## config.mk

```make
export PLATFORM = sky130hd
export DESIGN_NAME = sync_to_count_lock
export DESIGN_NICKNAME = d
export VERILOG_FILES = /design/src/rtl/sync_to_count_lock.sv
export SDC_FILE = /design/constraint.sdc
export NUM_CORES = 1
export LEC_CHECK = 0
export BUFFER_PORTS_ARGS = -buffer_cell sky130_fd_sc_hd__buf_2
export CAP_MARGIN = 20
export CORE_MARGIN = 5
export CORE_UTILIZATION = 30
export CTS_BUF_LIST = sky130_fd_sc_hd__clkbuf_4
export DETAILED_ROUTE_END_ITERATION = 8
export GPL_TIMING_DRIVEN = 0
export SKIP_LAST_GASP = 1
export SYNTH_ARGS = -nofsm -noshare
export SYNTH_HDL_FRONTEND = slang
export SYNTH_SLANG_ARGS = --single-unit
export TNS_END_PERCENT = 1
```

## constraint.sdc

```tcl
create_clock -name i_Clk -period 2 [get_ports i_Clk]
set_clock_uncertainty 0.05 [all_clocks]
set_input_delay 0.1 -clock i_Clk [delete_from_list [all_inputs] [get_ports i_Clk]]
set_output_delay 0.1 -clock i_Clk [all_outputs]
set_load 0.05 [all_outputs]
```

## src/rtl/sync_to_count_lock.sv

```systemverilog
// Column/row counter regenerator that aligns to the sync leading edges and
// supervises every subsequent edge against the expected position.
module sync_to_count_lock #(
    parameter int TOTAL_COLS      = 800,
    parameter int TOTAL_ROWS      = 525,
    parameter int H_SYNC_COL      = 656,
    parameter int V_SYNC_ROW      = 490,
    parameter int SYNC_ACTIVE_LOW = 1,
    parameter int COUNT_WIDTH     = 10,
    parameter int MAX_MISSES      = 4
) (
    input  logic                   i_Clk,
    input  logic                   i_Reset,
    input  logic                   i_HSync,
    input  logic                   i_VSync,
    output logic                   o_HSync,
    output logic                   o_VSync,
    output logic [COUNT_WIDTH-1:0] o_Col_Count,
    output logic [COUNT_WIDTH-1:0] o_Row_Count,
    output logic                   o_Locked,
    output logic                   o_Sync_Err,
    output logic                   o_Frame_Start
);

    localparam int MISS_W = $clog2(MAX_MISSES + 1);
    localparam logic ACT_LOW = (SYNC_ACTIVE_LOW != 0);
    localparam logic [COUNT_WIDTH-1:0] LAST_COL = COUNT_WIDTH'(TOTAL_COLS - 1);
    localparam logic [COUNT_WIDTH-1:0] LAST_ROW = COUNT_WIDTH'(TOTAL_ROWS - 1);
    localparam logic [COUNT_WIDTH-1:0] SYNC_COL = COUNT_WIDTH'(H_SYNC_COL);
    localparam logic [COUNT_WIDTH-1:0] SYNC_ROW = COUNT_WIDTH'(V_SYNC_ROW);
    localparam logic [MISS_W-1:0] MISS_LIMIT = MISS_W'(MAX_MISSES);
    localparam logic [MISS_W-1:0] MISS_LAST  = MISS_W'(MAX_MISSES - 1);

    typedef enum logic {SEARCH, LOCKED} state_t;

    state_t                   state, state_n;
    logic [MISS_W-1:0]        miss, miss_n;
    logic [COUNT_WIDTH-1:0]   col_n, row_n, col_d, row_d;
    logic                     h_edge, v_edge, h_bad, v_bad;
    logic                     err_n, fs_n;

    // An edge is the input going active while the delayed copy is still inactive.
    assign h_edge = (i_HSync ^ ACT_LOW) & ~(o_HSync ^ ACT_LOW);
    assign v_edge = (i_VSync ^ ACT_LOW) & ~(o_VSync ^ ACT_LOW);

    assign o_Locked = (state == LOCKED);

    always_comb begin
        col_n   = (o_Col_Count == LAST_COL) ? '0 : o_Col_Count + 1'b1;
        row_n   = o_Row_Count;
        if (o_Col_Count == LAST_COL)
            row_n = (o_Row_Count == LAST_ROW) ? '0 : o_Row_Count + 1'b1;

        h_bad   = h_edge && (col_n != SYNC_COL);
        v_bad   = v_edge && !((col_n == SYNC_COL) && (row_n == SYNC_ROW));

        state_n = state;
        miss_n  = miss;
        col_d   = col_n;
        row_d   = row_n;
        err_n   = 1'b0;

        case (state)
            SEARCH: begin
                if (v_edge) begin
                    col_d   = SYNC_COL;
                    row_d   = SYNC_ROW;
                    miss_n  = '0;
                    state_n = LOCKED;
                end
            end
            LOCKED: begin
                // Simultaneous bad H and V edges are a single miss.
                if (h_bad || v_bad) begin
                    err_n = 1'b1;
                    if (miss >= MISS_LAST) begin
                        miss_n  = MISS_LIMIT;
                        state_n = SEARCH;
                    end else begin
                        miss_n = miss + 1'b1;
                    end
                end else if (h_edge || v_edge) begin
                    miss_n = '0;
                end
            end
            default: state_n = SEARCH;
        endcase

        fs_n = (state_n == LOCKED) && (col_d == '0) && (row_d == '0);
    end

    always_ff @(posedge i_Clk) begin
        if (i_Reset) begin
            state         <= SEARCH;
            miss          <= '0;
            o_Col_Count   <= '0;
            o_Row_Count   <= '0;
            o_HSync       <= ACT_LOW;
            o_VSync       <= ACT_LOW;
            o_Sync_Err    <= 1'b0;
            o_Frame_Start <= 1'b0;
        end else begin
            state         <= state_n;
            miss          <= miss_n;
            o_Col_Count   <= col_d;
            o_Row_Count   <= row_d;
            o_HSync       <= i_HSync;
            o_VSync       <= i_VSync;
            o_Sync_Err    <= err_n;
            o_Frame_Start <= fs_n;
        end
    end

endmodule
```

==> results.py, run 1 <==
metrics = {
    "sta": {
        "report.final.hold_viol_count": 1,
        "final-setup-viol-count": 6,
        "timing.setup.tns_ns": -0.848,
        "report.final.slew_viol_count": 0,
        "worst_pin_slew_ns": 0.509,
        "maximum_clock_rate_ghz": 0.455,
        "holdWs_ns": -0.0167,
        "rsz0062_at_grt": "true",
        "timing.max_slew.rel_slack_pct": 65.8,
        "finalCriticalPeriod_ns": 2.20,
        "postLayoutSetupSlackWorst_ns": -0.198,
        "post-route-period-util_pct": 110,
    },
    "synth": {
        "share_of_synthesized_registers_carrying_an_async_set_or_reset_pct": 0,
        "postSynthAreaPerCell_um2": 8.01,
        "synth_edf_count": 0,
        "synth_cell_types": 56,
        "ys_dominant_reg_cell": "sky130_fd_sc_hd__dfxtp_1",
        "synth_cells": 223,
        "synth.net_count": 232,
        "synth_sequential_area_ratio_pct": 31.4,
        "synthesis.area_um2": 1790,
        "synth-warning-count": 0,
        "postSynthRegisterBits": 28,
    },
    "global_route": {
        "grt.met1_usage_pct": 17.8,
        "grt.total_usage_pct": 13.2,
        "grt_pass1_wl_um": 7970,
        "grt_pass1_vias": 1679,
        "use_met3_pct": 2.27,
        "globalRoute.totalOverflow": 0,
        "pin_count_of_the_biggest_net_entering_global_routing": 17,
        "use_met2_pct": 21.5,
        "grt_antenna_before_repair": 0,
        "globalRoute.busiestLayer": "met2",
    },
    "placement": {
        "dp_slack_ns": -0.255,
        "placedCellCount": 326,
        "postPlaceCellArea_um2": 2120,
        "finalWeightedCongestion": 0.842,
        "port-buffer-count": 28,
        "dpl.hpwl_um": 3410,
    },
    "power_and_ir_drop": {
        "max-vdd-ir-drop_mv": 0.251,
        "power_density_nw_per_um2": 557,
        "static-leakage-power_nw": 0.906,
    },
    "finish": {
        "drive_gt1_share_pct": 40.2,
        "design_area_um2": 2390,
        "stdcell_count": 339,
        "filler_cell_count": 579,
        "n_antenna_cell": 0,
        "layout-area-overhead-vs-synth_pct": 33.8,
        "design.final.nets": 274,
    },
    "clock_tree": {
        "cts_buffers": 3,
        "clkSlewWorstSetupHoldPaths_ns": 0.17,
        "cts.sinks": 28,
        "clock_tree.root_cell": "sky130_fd_sc_hd__clkbuf_4",
        "clk-insertion-delay-late_ns": 0.35,
        "tritoncts": "yes",
        "clockBufferDepth": 2,
        "cts-htree-levels": 1,
    },
    "route": {
        "routed-via-count": 1747,
        "final_routed_wire_length_divided_by_cell_count_um": 14.1,
        "drtAntennaViolNets": 0,
        "drc_errors": 0,
        "route.final.wire_length_um": 4770,
        "detailedRoute.firstPassIterationCount": 4,
        "route.detailed.vias_per_inst": 5.15,
        "dr.first_iter.drc_count": 74,
    },
    "floorplanning": {
        "die-width_um": 87.2,
        "start_util_pct": 30.5,
        "pin_count": 29,
        "die-area_um2": 7600,
        "floorplan_core_area_um2": 5850,
        "core.rowCount": 28,
        "die_height_um": 87.2,
    },
    "worst_setup_path": {
        "timing.critical_path.from_type": "flop",
        "timing.critical_path.fanout_max": 5,
        "cp.required_ns": 2.27,
        "timing.critical_path.from": "o_Col_Count[1]",
        "reg2reg_setup_slack_ns": -0.20,
        "path_class": "flop to flop",
        "crit_path_capture_type": "flop",
        "worst-endpoint-arrival_ns": 2.47,
        "ff_to_ff_start": "o_Col_Count[1]",
    },
    "run_status": {
        "run_status": "finished, violations left",
        "violations": "hold timing, setup timing",
    },
    "job": {
        "drv_cap": 0,
    },
    "worst_hold_path": {
        "worst_hold_startpoint": "i_Reset",
        "timing.hold.worst.class": "input port to flop",
    },
}
## where the power goes
group / total (mW) / internal, mW / switching [mW]
clock network: 0.395 / 0.203 / 0.192
registers: 0.621 / 0.583 / 0.0373
logic: 0.316 / 0.109 / 0.207
## repair_timing
| action | 4_1_cts | 5_1_grt |
|---|---|---|
| gates cloned | 0 | 0 |
| setup buffers | 5 | 5 |
| pin swaps | 10 | 10 |
| hold buffers | 2 | 0 |
| hold endpoints to repair | 3 | 0 |
| endpoints found under the setup margin | 6 | 7 |
| gates resized for setup | 18 | 9 |
## layout make-up
type	instances	area (um^2)	share of cell area, %
clock buffer	3	22.5	0.942
buffer	11	81.3	3.40
multi-input combinational	174	1300	54.4
clock inverter	1	30.0	1.26
timing repair buffer	40	235	9.84
inverter	7	26.3	1.10
tap	75	93.8	3.92
sequential	28	602	25.2
## synth_stat cells, types with 6 or more instances
cell type	n	area (um^2)
sky130_fd_sc_hd__nand4_1	7	43.8
sky130_fd_sc_hd__nand3_1	8	40.0
sky130_fd_sc_hd__nor2_1	24	90.1
sky130_fd_sc_hd__dfxtp_1	28	561
sky130_fd_sc_hd__xnor2_1	10	87.6
sky130_fd_sc_hd__o21ai_0	6	30.0
sky130_fd_sc_hd__a21oi_1	18	90.1
sky130_fd_sc_hd__nor2b_1	6	37.5
sky130_fd_sc_hd__nand2_1	21	78.8
sky130_fd_sc_hd__inv_1	7	26.3
## layer usage
metal,vias to the layer above,share of wire [%]
met5,-,0
met4,0,1.3
met3,5,4.7
met2,39,45
met1,822,49
li1,881,-
## path summary, 6_finish.rpt
| kind | end | cells past startpoint |
|---|---|---|
| hold reg to reg | o_Row_Count[2] | 2 |
| hold / removal | miss[1] | 3 |
| setup reg to reg | o_Frame_Start | 9 |
| setup / recovery | o_Frame_Start | 9 |
## worst max-delay path, cell delays in order, from the launching register on
cell                       delay (ns)
sky130_fd_sc_hd__dfxtp_4         0.39
sky130_fd_sc_hd__ha_4            0.13
sky130_fd_sc_hd__and4_4          0.26
sky130_fd_sc_hd__o21ai_1         0.07
sky130_fd_sc_hd__a211o_1         0.35
sky130_fd_sc_hd__nor3_4          0.21
sky130_fd_sc_hd__buf_4           0.15
sky130_fd_sc_hd__a41oi_4         0.13
sky130_fd_sc_hd__a211oi_2        0.24
sky130_fd_sc_hd__o211a_1         0.18
## placed cells by master (no fill, tap or decap), types with 6 or more instances in the layout
cell                      instances
sky130_fd_sc_hd__nor2_1          22
sky130_fd_sc_hd__dfxtp_2         12
sky130_fd_sc_hd__dfxtp_4          7
sky130_fd_sc_hd__buf_4           11
sky130_fd_sc_hd__nand3_1          8
sky130_fd_sc_hd__buf_2           31
sky130_fd_sc_hd__o21ai_0          6
sky130_fd_sc_hd__inv_1            7
sky130_fd_sc_hd__nand2_1         21
sky130_fd_sc_hd__a21oi_1         15
sky130_fd_sc_hd__xnor2_1          9
sky130_fd_sc_hd__nand4_1          7
sky130_fd_sc_hd__dfxtp_1          9
## sequential cells by signal, indices dropped and copies added (netlist names)
signal	count
o_VSync	1
o_Frame_Start	1
miss	3
o_Locked	1
o_Sync_Err	1
o_HSync	1
o_Col_Count	10
o_Row_Count	10
## cell families after synthesis
| family | count (synthesis) | synth area share [%] |
|---|---|---|
| DFF | 28 | 31.4 |
| AOI/OAI and AO/OA | 49 | 19.0 |
| adders and majority gates | 5 | 3.50 |
| and+or+nand+nor | 106 | 33.1 |
| buffers and inverters | 21 | 6.16 |
| xor gates and xnor gates | 14 | 6.86 |
## through the flow
step | total power, mW | util (%) | hold slack, ns
after global placement | 0.909 | 36.3 | 0.252
after detailed placement | 0.910 | 36.3 | 0.259
after global routing | 1.40 | 40.9 | 0.0349
after CTS | 1.33 | 39.8 | -0.0115
after floorplan | 0.843 | - | 0.157
final | 1.33 | 40.9 | -0.0167
(Power assumes the default switching activity.)
==> run 2: changes to the inputs <==
--- a/config.mk
+++ b/config.mk
@@ -8,7 +8,7 @@
 export BUFFER_PORTS_ARGS = -buffer_cell sky130_fd_sc_hd__buf_2
 export CAP_MARGIN = 20
 export CORE_MARGIN = 5
-export CORE_UTILIZATION = 30
+export CORE_UTILIZATION = 40
 export CTS_BUF_LIST = sky130_fd_sc_hd__clkbuf_4
 export DETAILED_ROUTE_END_ITERATION = 8
 export GPL_TIMING_DRIVEN = 0
==> run 2 against run 1 <==
Power increased by 0.65%. Final area increased by 2.1%. Register-to-register slack improved by 0.04 ns. Clock power about the same. Count of clock-buffer cells in the layout unchanged. Global-route usage increased by 3.1 points. The run ends with setup timing left. Highest routed layer unchanged.
==> results.py, run 2 (same netlist as run 1, synthesis figures left out) <==
metrics = {
    "run_status": {
        "run_status": "finished, violations left",
        "violations": "setup timing",
    },
    "sta": {
        "timing.setup.tns_ns": -0.518,
        "maximum_clock_rate_ghz": 0.463,
        "final-setup-viol-count": 6,
        "report.final.hold_viol_count": 0,
        "worst_pin_slew_ns": 0.536,
        "rsz0062_at_grt": "true",
        "timing.max_slew.rel_slack_pct": 64.3,
        "post-route-period-util_pct": 108,
        "finalCriticalPeriod_ns": 2.16,
        "postLayoutSetupSlackWorst_ns": -0.162,
        "report.final.slew_viol_count": 0,
    },
    "route": {
        "route.detailed.vias_per_inst": 5.63,
        "detailedRoute.firstPassIterationCount": 4,
        "drtAntennaViolNets": 0,
        "dr.first_iter.drc_count": 184,
        "drc_errors": 0,
        "final_routed_wire_length_divided_by_cell_count_um": 15.5,
        "routed-via-count": 1795,
        "route.final.wire_length_um": 4950,
    },
    "worst_setup_path": {
        "cp_slowest_stage_delay_ns": 0.40,
        "timing.critical_path.from_type": "flop",
        "timing.rr.end": "o_Frame_Start",
        "path_depth": 11,
        "ff_to_ff_start": "o_Row_Count[0]",
        "cp.required_ns": 2.26,
        "rr_worst_depth": 11,
        "path_cells": "buf_8 > inv_4 > ha_4 > nor2b_4 > and4_1 > buf_6 > nor2_4 > a21oi_4 > nand4_1 > nor4_2 > o211a_1",
        "critical_path.top_delay_family": "simple AND/OR/NAND/NOR gates",
        "path_class": "flop to flop",
        "timing.critical_path.fanout_max": 6,
        "crit_path_capture_type": "flop",
        "reg2reg_setup_slack_ns": -0.16,
        "crit_buf_inv": 3,
        "crit_path_top_delay_cell": "sky130_fd_sc_hd__dfxtp_4",
        "worst-endpoint-arrival_ns": 2.42,
    },
    "placement": {
        "port-buffer-count": 28,
        "finalWeightedCongestion": 0.891,
        "placedCellCount": 303,
        "postPlaceCellArea_um2": 2100,
        "dpl.hpwl_um": 3350,
    },
    "finish": {
        "stdcell_count": 319,
        "commonest_non_fill_non_tap_cells_in_the_layout": "sky130_fd_sc_hd__buf_2 (30), sky130_fd_sc_hd__nor2_1 (22), sky130_fd_sc_hd__nand2_1 (21)",
        "drive_gt1_share_pct": 40.8,
        "biggestRegsByFlops": "o_Col_Count (10), o_Row_Count (10), miss (3)",
        "design.final.nets": 277,
        "final_util_pct": 56.1,
        "layout-area-overhead-vs-synth_pct": 36.6,
        "final_common_cell": "sky130_fd_sc_hd__buf_2",
        "n_antenna_cell": 0,
        "design_area_um2": 2440,
    },
    "power_and_ir_drop": {
        "clkPwrFrac_pct": 29.5,
        "internal-power_uw": 898,
        "net-switching-power_uw": 441,
        "swShare_pct": 32.9,
        "power_frac_comb_pct": 24.3,
        "static-leakage-power_nw": 0.938,
        "max-vdd-ir-drop_mv": 0.305,
        "power_density_nw_per_um2": 549,
        "p_seq_share_pct": 46.1,
    },
    "clock_tree": {
        "clkSlewWorstSetupHoldPaths_ns": 0.17,
        "tritoncts": "yes",
        "cts_buffers": 3,
        "clockBufferDepth": 2,
        "cts.sinks": 28,
        "cts-htree-levels": 1,
        "clk-insertion-delay-late_ns": 0.35,
        "clock_tree.root_cell": "sky130_fd_sc_hd__clkbuf_4",
    },
    "global_route": {
        "grt_antenna_before_repair": 0,
        "grt.total_usage_pct": 16.3,
        "grt_pass1_vias": 1674,
        "grt_pass1_wl_um": 8090,
        "globalRoute.totalOverflow": 0,
        "pin_count_of_the_biggest_net_entering_global_routing": 17,
    },
    "floorplanning": {
        "pin_count": 29,
        "core.rowCount": 24,
        "die_height_um": 76.8,
        "start_util_pct": 41.0,
        "floorplan_core_area_um2": 4350,
        "die-area_um2": 5900,
        "die-width_um": 76.8,
    },
    "worst_hold_path": {
        "worst_hold_path.endpoint": "o_HSync",
        "timing.hold.worst.class": "input port to flop",
        "timing.hold.worst_path_depth": 3,
        "worst_hold_startpoint": "i_HSync",
    },
    "job": {
        "drv_cap": 0,
    },
}
[run 2: layer usage]
| metal | routed length (um) | part of all wire [%] | track usage [%] |
|---|---|---|---|
| met1 | 2500 | 50 | 22.9 |
| met4 | 70 | 1.4 | 5.42 |
| met3 | 152 | 3.1 | 2.69 |
| met5 | 0 | 0 | 0 |
| met2 | 2230 | 45 | 25.1 |
[run 2: power by group through the flow]
stage	Sequential, mW	Combinational [mW]	Clock, mW
after global placement	0.631	0.278	0
after global routing	0.624	0.349	0.427
after CTS	0.616	0.309	0.401
after floorplan	0.711	0.132	0
after detailed placement	0.631	0.278	0
final	0.618	0.326	0.395
[run 2: timing repair]
action	CTS	global route
endpoints found under the hold margin	3	0
gates resized for setup	20	18
hold buffers	3	0
setup buffers	8	3
setup endpoints to repair	6	6
pin swaps	16	12
[run 2: final cells by class]
type / count / area [um^2]
clock inverter: 1 / 30.0
multi-input combinational: 174 / 1350
inverter: 7 / 28.8
fill: 424 / 1910
clock buffer: 3 / 22.5
sequential: 28 / 602
timing repair buffer: 42 / 253
buffer: 12 / 86.3
tap: 52 / 65.1
[run 2: how the worst max path moves through the flow]
stage | start | endpoint | slack, ns
after global placement | o_Row_Count[1] | o_Frame_Start | -0.28
after global routing | o_Row_Count[0] | o_Frame_Start | -0.20
after CTS | o_Col_Count[1] | o_Frame_Start | -0.18
final | o_Row_Count[0] | o_Frame_Start | -0.16
after detailed placement | o_Row_Count[1] | o_Frame_Start | -0.31
after floorplan | o_Col_Count[0] | o_Frame_Start | -0.11
[run 2: worst reg2reg max path: stages, from the launching register on]
cell and delay [ns]:
sky130_fd_sc_hd__dfxtp_4 0.40, sky130_fd_sc_hd__buf_8 0.13, sky130_fd_sc_hd__inv_4 0.05, sky130_fd_sc_hd__ha_4 0.11, sky130_fd_sc_hd__nor2b_4 0.13, sky130_fd_sc_hd__and4_1 0.21
sky130_fd_sc_hd__buf_6 0.15, sky130_fd_sc_hd__nor2_4 0.06, sky130_fd_sc_hd__a21oi_4 0.18, sky130_fd_sc_hd__nand4_1 0.14, sky130_fd_sc_hd__nor4_2 0.34, sky130_fd_sc_hd__o211a_1 0.18
[run 2: through the flow]
stage | worst slack, ns | hold WS, ns | total power, mW
global placement | -0.280 | 0.251 | 0.909
floorplan | -0.113 | 0.157 | 0.843
detailed placement | -0.313 | 0.258 | 0.909
finish | -0.162 | 0.431 | 1.34
global route | -0.202 | 0.436 | 1.40
CTS | -0.179 | 0.417 | 1.33
==> run 3: changes to the inputs <==
--- a/config.mk
+++ b/config.mk
@@ -7,7 +7,7 @@
 export LEC_CHECK = 0
 export BUFFER_PORTS_ARGS = -buffer_cell sky130_fd_sc_hd__buf_2
 export CAP_MARGIN = 20
-export CORE_MARGIN = 5
+export CORE_MARGIN = 2
 export CORE_UTILIZATION = 40
 export CTS_BUF_LIST = sky130_fd_sc_hd__clkbuf_4
 export DETAILED_ROUTE_END_ITERATION = 8
==> run 3 against run 2 <==
The run still ends with setup timing left. Sequential share of layout area decreased by 0.60 points. Core utilization is 1.8 points higher. Fmax is 1.3% higher. Clock power is 1% lower. Count of clock-buffer cells in the layout unchanged. Non-clock buffer count grew 6. Final area grew 2.5%. Global-route usage up 2.1 points. Wire length down 2.2%. Die area down 15%. Register-to-register slack better by 0.03 ns. Critical path type unchanged. Highest routed layer unchanged.
==> results.py, run 3 (same netlist as run 1, synthesis figures left out) <==
metrics = {
    "floorplanning": {
        "pin_count": 29,
        "die-area_um2": 5020,
        "die_height_um": 70.8,
        "start_util_pct": 41.3,
        "floorplan_core_area_um2": 4320,
        "core.rowCount": 24,
        "die-width_um": 70.8,
    },
    "finish": {
        "commonest_non_fill_non_tap_cells_in_the_layout": "sky130_fd_sc_hd__buf_2 (30), sky130_fd_sc_hd__nor2_1 (22), sky130_fd_sc_hd__nand2_1 (21)",
        "n_antenna_cell": 0,
        "drive_gt1_share_pct": 44.9,
        "seqCellArea_um2": 602,
        "layout-area-overhead-vs-synth_pct": 40.1,
        "stdcell_count": 326,
        "biggestRegsByFlops": "o_Col_Count (10), o_Row_Count (10), miss (3)",
        "total_area_of_multi_input_combinational_cells_um2": 1370,
        "design.final.nets": 284,
        "final_util_pct": 57.9,
        "final_common_cell": "sky130_fd_sc_hd__buf_2",
        "filler_cell_count": 397,
    },
    "worst_setup_path": {
        "crit_path_top_delay_cell": "sky130_fd_sc_hd__or3_4",
        "worst-endpoint-arrival_ns": 2.35,
        "ff_to_ff_start": "o_Row_Count[0]",
        "crit_buf_inv": 3,
        "rr_worst_depth": 11,
        "critical_path.top_delay_family": "simple AND/OR/NAND/NOR gates",
        "cp_slowest_stage_delay_ns": 0.40,
        "path_cells": "buf_8 > inv_4 > ha_4 > nor2b_4 > and4_1 > buf_6 > nor4_4 > or3_4 > o21ai_4 > nor2_4 > o211a_1",
        "cp.required_ns": 2.21,
        "timing.critical_path.from": "o_Row_Count[0]",
        "path_depth": 11,
        "crit_path_capture_type": "flop",
        "timing.critical_path.fanout_max": 6,
        "timing.rr.end": "o_Frame_Start",
        "reg2reg_setup_slack_ns": -0.13,
        "critPathCapture": "o_Frame_Start",
        "timing.critical_path.from_type": "flop",
        "path_class": "flop to flop",
    },
    "global_route": {
        "grt_pass1_vias": 1647,
        "grt_pass1_wl_um": 7550,
        "use_met3_pct": 2.14,
        "pin_count_of_the_biggest_net_entering_global_routing": 17,
        "grt.met1_usage_pct": 26.1,
        "globalRoute.busiestLayer": "met2",
        "globalRoute.totalOverflow": 0,
        "use_met2_pct": 29.5,
        "grt_antenna_before_repair": 0,
        "grt.total_usage_pct": 18.4,
    },
    "sta": {
        "postLayoutSetupSlackWorst_ns": -0.135,
        "finalCriticalPeriod_ns": 2.13,
        "maximum_clock_rate_ghz": 0.468,
        "timing.max_slew.rel_slack_pct": 65.6,
        "report.final.hold_viol_count": 0,
        "rsz0062_at_grt": "true",
        "final-setup-viol-count": 6,
        "worst_pin_slew_ns": 0.513,
        "report.final.slew_viol_count": 0,
        "post-route-period-util_pct": 107,
    },
    "clock_tree": {
        "clk-insertion-delay-late_ns": 0.34,
        "clkSlewWorstSetupHoldPaths_ns": 0.17,
        "cts.sinks": 28,
        "tritoncts": "yes",
        "clockBufferDepth": 2,
        "cts_buffers": 3,
        "clock_tree.root_cell": "sky130_fd_sc_hd__clkbuf_4",
        "cts-htree-levels": 1,
    },
    "job": {
        "drv_cap": 0,
    },
    "power_and_ir_drop": {
        "static-leakage-power_nw": 0.958,
        "power_density_nw_per_um2": 535,
        "max-vdd-ir-drop_mv": 0.295,
    },
    "placement": {
        "placedCellCount": 303,
        "dpl.hpwl_um": 3220,
        "finalWeightedCongestion": 0.911,
        "port-buffer-count": 28,
    },
    "worst_hold_path": {
        "timing.hold.worst.class": "input port to flop",
    },
    "route": {
        "route.detailed.vias_per_inst": 5.46,
        "route.final.wire_length_um": 4840,
        "drtAntennaViolNets": 0,
        "dr.first_iter.drc_count": 154,
        "routed-via-count": 1780,
        "detailedRoute.firstPassIterationCount": 4,
        "final_routed_wire_length_divided_by_cell_count_um": 14.8,
        "drc_errors": 0,
    },
    "run_status": {
        "violations": "setup timing",
        "run_status": "finished, violations left",
    },
}
## run 3: layout make-up
| class | instances | share of cell area [%] |
|---|---|---|
| Clock inverter | 1 | 1.20 |
| Clock buffer | 3 | 0.900 |
| Sequential cell | 28 | 24.0 |
| Tap cell | 52 | 2.60 |
| Inverter | 7 | 1.15 |
| Multi-Input combinational cell | 175 | 54.6 |
| Timing Repair Buffer | 49 | 12.2 |
| Buffer | 11 | 3.30 |
## run 3: power by group
group	switching, mW	internal, mW	total [mW]
Sequential	0.0382	0.583	0.621
Clock	0.188	0.203	0.391
Combinational	0.211	0.116	0.327
## run 3: stage by stage
| stage | hold WS (ns) | cell area, um^2 | setup slack, ns | total power, mW | setup TNS, ns |
|---|---|---|---|---|---|
| after floorplan | 0.157 | 1890 | -0.113 | 0.843 | -0.528 |
| after global placement | 0.252 | 2100 | -0.245 | 0.908 | -1.22 |
| after detailed placement | 0.255 | 2100 | -0.249 | 0.908 | -1.26 |
| after CTS | 0.423 | 2290 | -0.154 | 1.32 | -0.783 |
| after global routing | 0.434 | 2500 | -0.260 | 1.40 | -1.31 |
| final | 0.433 | 2500 | -0.135 | 1.34 | -0.676 |
## run 3: timing repair
item / in CTS / in global routing
setup endpoints to repair: 6 / 6
hold endpoints to repair: 3 / 0
pin swaps: 9 / 20
hold buffers: 3 / 0
cloned: 0 / 1
buffers inserted: 8 / 10
resized for setup: 12 / 33
## run 3: worst min path at each step
stage / from / end / depth (start not counted)
after floorplan: i_HSync / o_HSync / 1
after global placement: i_VSync / o_VSync / 2
after detailed placement: i_HSync / o_HSync / 2
after CTS: i_HSync / o_HSync / 3
after global routing: i_VSync / o_VSync / 3
final: i_VSync / o_VSync / 3
## run 3: routing by layer
metal | share of wire (%) | vias to the layer above
li1 | - | 905
met1 | 49 | 833
met2 | 47 | 35
met3 | 3.0 | 7
met4 | 1.2 | 0
met5 | 0 | -
## run 3: tightest hold or removal path, cell delays in order
cell and delay, ns:
sky130_fd_sc_hd__dlygate4sd3_1 0.52, sky130_fd_sc_hd__buf_2 0.10, sky130_fd_sc_hd__or2_2 0.09
